--- config.mk ---
export PLATFORM = sky130hd
export DESIGN_NAME = jtcontra_pal_dma
export DESIGN_NICKNAME = d
export VERILOG_FILES = /design/src/rtl/jtcontra_pal_dma_pkg.sv /design/src/rtl/jtcontra_pal_dma.sv
export SDC_FILE = /design/constraint.sdc
export NUM_CORES = 1
export LEC_CHECK = 0
export ABC_AREA = 1
export BUFFER_PORTS_ARGS = -buffer_cell sky130_fd_sc_hd__buf_2
export CORE_UTILIZATION = 49
export DETAILED_ROUTE_END_ITERATION = 10
export PLACE_DENSITY_LB_ADDON = 0.3
export SYNTH_ARGS = -nofsm -noshare
export SYNTH_HDL_FRONTEND = slang
export SYNTH_SLANG_ARGS = --single-unit
--- constraint.sdc ---
create_clock -name clk -period 2.45 [get_ports clk]
set_input_delay 0.3675 -clock clk [delete_from_list [all_inputs] [get_ports clk]]
set_output_delay 0.3675 -clock clk [all_outputs]
set_load 0.02 [all_outputs]
--- src/rtl/jtcontra_pal_dma_pkg.sv ---
// Shared definitions for the palette copy scheduler.
// Holds the FSM state encoding and control register bit positions.
package jtcontra_pkg;

    typedef enum logic [1:0] {
        IDLE  = 2'd0,
        ARMED = 2'd1,
        COPY  = 2'd2,
        LAST  = 2'd3
    } state_t;

    localparam int ARM_BIT   = 0;
    localparam int FORCE_BIT = 1;

endpackage

--- src/rtl/jtcontra_pal_dma.sv ---
// Copies the shadow palette into the live palette at the start of vblank.
// Ports: clk/rst, LVBL, CPU control write (cpu_cen, cpu_rnw, dma_cs,
// cpu_dout), status dma_st, shadow read (shd_addr/shd_data), live write
// (pal_addr/pal_din/pal_we), busy and a one-cycle done pulse.
module jtcontra_pal_dma
    import jtcontra_pkg::*;
#(
    parameter int AW = 8
) (
    input  logic          clk,
    input  logic          rst,
    input  logic          LVBL,
    input  logic          cpu_cen,
    input  logic          cpu_rnw,
    input  logic          dma_cs,
    input  logic [7:0]    cpu_dout,
    output logic [7:0]    dma_st,
    output logic [AW-1:0] shd_addr,
    input  logic [7:0]    shd_data,
    output logic [AW-1:0] pal_addr,
    output logic [7:0]    pal_din,
    output logic          pal_we,
    output logic          busy,
    output logic          done
);

    localparam logic [AW-1:0] CNT_MAX = '1;

    state_t        st, st_nx;
    logic          pend, pend_nx;
    logic [AW-1:0] cnt, cnt_nx;
    logic          LVBL_l;
    logic          we_q, done_q;
    logic [AW-1:0] addr_q;

    logic reg_wr, vb_fall, arm, force_go, any_bit;
    logic unused_dout;

    assign reg_wr   = cpu_cen & ~cpu_rnw & dma_cs;
    assign vb_fall  = LVBL_l & ~LVBL;
    assign arm      = cpu_dout[ARM_BIT];
    assign force_go = cpu_dout[FORCE_BIT];
    assign any_bit  = arm | force_go;
    assign unused_dout = ^cpu_dout[7:2];

    always_ff @(posedge clk) begin
        if (rst) begin
            st     <= IDLE;
            pend   <= 1'b0;
            cnt    <= '0;
            LVBL_l <= 1'b0;
            we_q   <= 1'b0;
            addr_q <= '0;
            done_q <= 1'b0;
        end else begin
            st     <= st_nx;
            pend   <= pend_nx;
            cnt    <= cnt_nx;
            LVBL_l <= LVBL;
            // the RAM answers one cycle after the address, so the
            // write side trails the read address by one clock
            we_q   <= (st == COPY);
            addr_q <= (st == COPY) ? cnt : '0;
            done_q <= (st == LAST);
        end
    end

    always_comb begin
        st_nx   = st;
        pend_nx = pend;
        cnt_nx  = cnt;
        unique case (st)
            IDLE: begin
                if (reg_wr && force_go)
                    st_nx = COPY;
                else if (reg_wr && arm)
                    st_nx = ARMED;
            end
            ARMED: begin
                // a cancel beats a simultaneous vblank edge
                if (reg_wr && force_go)
                    st_nx = COPY;
                else if (reg_wr && !any_bit)
                    st_nx = IDLE;
                else if (vb_fall)
                    st_nx = COPY;
            end
            COPY: begin
                if (reg_wr)
                    pend_nx = any_bit;
                if (cnt == CNT_MAX)
                    st_nx = LAST;
                else
                    cnt_nx = cnt + 1'b1;
            end
            LAST: begin
                if (reg_wr)
                    pend_nx = any_bit;
                st_nx   = pend_nx ? ARMED : IDLE;
                pend_nx = 1'b0;
                cnt_nx  = '0;
            end
            default: st_nx = IDLE;
        endcase
    end

    // reset blanks every output in the very cycle it is asserted so
    // that an interrupted copy cannot land one more byte
    assign pal_we   = we_q & ~rst;
    assign pal_addr = pal_we ? addr_q : '0;
    assign pal_din  = pal_we ? shd_data : 8'd0;
    assign shd_addr = rst ? '0 : cnt;
    assign busy     = ~rst & ((st == COPY) | (st == LAST));
    assign done     = done_q & ~rst;
    assign dma_st   = rst ? 8'd0 :
                      {5'd0, pend, st == ARMED, busy};

endmodule

==> summary.md <==
| Metric | Value |
|---|---|
| Outcome | `complete, no violations` |
| Critical path peak fanout | `17` |
| Worst Path Arrival | `1.28 ns` |
| RSZ-0062 raised after global routing | `no` |
| Critical Path RT | `2.08 ns` |
| Initial antenna violation count | `0` |
| Setup TNS | `0 ns` |
| Num CTS Buffers | `3` |
| Slowest CP cell | `dfxtp_1` |
| DRT Pass-1 Iters | `4` |
| Post-CTS setup buffers | `0` |
| CTS H-Tree Depth | `1` |
| Worst setup EP type | `primary output` |
| VDD IR max | `0.264 mV` |
| Chip height | `51.3 um` |
| Port bufs | `45` |
| Core Util, Final | `63.7%` |
| Post-Syn Area | `0.00119 mm^2` |
| Skew-Pair Late Insertion Delay | `0.31 ns` |
| Total gr overflow | `0` |
| Vias in the first global route | `918` |
| Max-cap violations | `0` |
| Clock tree buffer depth | `2` |
| Residual DRC | `0` |
| Total Routing Usage GR | `20.0%` |
| CTS tree | `yes` |
| Setup Skew | `0.00228 ns` |
| Starting Density | `52.8%` |
| Largest stage delay, worst path | `0.32 ns` |
| Maximum number of pins on one net before global-route repair | `18` |
| Most frequent cells in the layout | `nor2_1, buf_2, inv_1` |
| Period minus WS final | `1.64 ns` |
| Die area | `0.00263 mm^2` |
| Synthesized area per cell | `6.37 um^2` |
| N_diodes | `0` |
| Area Growth Syn to Fin | `20.5%` |
| CTS root buf | `clkbuf_4` |
| Max Clk Rate | `608 MHz` |
| PwrDens | `424 mW/mm^2` |
| GRT met1 Usage | `27.5%` |
| Final slew viol count | `0` |
| Vias post-DR | `1125` |
| Drt total wl | `2360 um` |
| Cell leakage power | `0.745 nW` |
| Core area | `0.00225 mm^2` |
| Final period util | `67.1%` |
| CP Launch Type | `flop` |
| Worst setup margin | `0.806 ns` |
| Worst Hold Depth | `3` |
| Reg2reg path depth | `10` |
| Final Non-Filler Cells | `259` |
| Final ANT Viol Nets | `0` |
| Fin. Hold Viols | `0` |
| Final setup vio count | `0` |
| Inst Count DP | `256` |
| Synth cell types | `23` |
| Hold-fix buffers, CTS | `0` |
| Met2 usage | `31.8%` |
| Sequential area share after synthesis | `37.0%` |
| Chip Width | `51.3 um` |
| Placer Congestion | `0.813` |
| Most Crowded Layer GR | `met2` |
| First-pass GRT wire length | `4000 um` |
| Post-Place Setup Slack | `0.785 ns` |
| Routed len/inst | `9.10 um` |
| Yosys warns | `0` |
| Share of cells above drive strength 1 | `26.4%` |
| Fin nets | `256` |
| Most common cell after layout, fill and taps aside | `nor2_1` |
| Final HPWL DP | `1840 um` |
| Cell Chain, Critical Path | `nand2_1 -> nor2_1 -> buf_2` |
| Standard-cell rows | `17` |
| Routed vias/inst | `4.34` |
| Syn Inst Count | `187` |
| #FFs+latches synth | `22` |
| Clock sink count | `22` |
| M3 GR Usage | `3.27%` |
| # IOs | `57` |
| HP Class | `in2reg` |
| Reg clk slew, reported paths | `0.11 ns` |
| PostCTS Resize Cnt | `0` |
| CP Class | `reg2out` |
| First-iteration detailed-routing DRC count | `36` |
| Fill count | `234` |
through the flow:
step	hold WS, ns	instance area [um^2]	power [mW]
2_1_floorplan	0.459	1210	0.438
3_3_place_gp	0.489	1410	0.456
3_5_place_dp	0.496	1410	0.457
4_1_cts	0.278	1440	0.611
5_1_grt	0.305	1440	0.640
6_report	0.273	1440	0.609
synth_stat cells (all sizes together):
master,number,area share (%)
nor2,52,18
inv,42,13
nand2,29,11
dfxtp,22,37
nand3,11,4.6
o21ai,10,4.2
buf,8,4.8
a21oi,5,2.1
a22oi,1,0.63
a31oi,1,0.53
clkbuf,1,0.31
conb,1,0.31
ha,1,1.1
nand4,1,0.53
o31ai,1,1.1
xor2,1,0.74
metal layers:
metal / part of all wire [%] / wire (um)
met5: 0 / 0
met2: 41 / 974
met3: 5.8 / 137
met4: 1.2 / 29
met1: 52 / 1220
state kept, by name (all words and copies together) (netlist names):
register	count
pend	1
we_q	1
cnt	8
st	2
addr_q	8
done_q	1
LVBL_l	1
final timing paths:
| kind | startpoint | to | slack (ns) |
|---|---|---|---|
| min reg2reg | cnt[0] | cnt[0] | 0.52 |
| min | LVBL | LVBL_l | 0.27 |
| max | we_q | pal_addr[2] | 0.81 |
| max reg2reg | cnt[0] | cnt[5] | 1.05 |
area by class of cell:
type / instances / area [um^2] / share of cell area, %
multi-input cells: 118 / 547 / 38.1
flip-flops and latches: 22 / 440 / 30.7
repair buffers: 46 / 233 / 16.2
inverters: 42 / 158 / 11.0
well taps: 28 / 35.0 / 2.44
clock buffers: 3 / 22.5 / 1.57
logic make-up after synthesis:
| family | after synthesis | synth area share [%] |
|---|---|---|
| xor+xnor | 1 | 0.735 |
| fa+ha+maj | 1 | 1.05 |
| simple gates | 93 | 34.0 |
| buf+inv | 51 | 18.4 |
| compound gates | 18 | 8.51 |
| flops | 22 | 37.0 |
| other cells | 1 | 0.315 |
critical path, delay by kind of cell (launching register included):
family	cells	cell delay [ns]
and+or+nand+nor	2	0.46
buffers and inverters	1	0.19
DFF	1	0.32
power by group:
| group | internal [mW] | switching [mW] | leakage [nW] |
|---|---|---|---|
| sequential | 0.363 | 0.00404 | 0.178 |
| clock | 0.0575 | 0.102 | 0.0138 |
| combinational | 0.0276 | 0.0543 | 0.554 |
(Power assumes the default switching activity.)
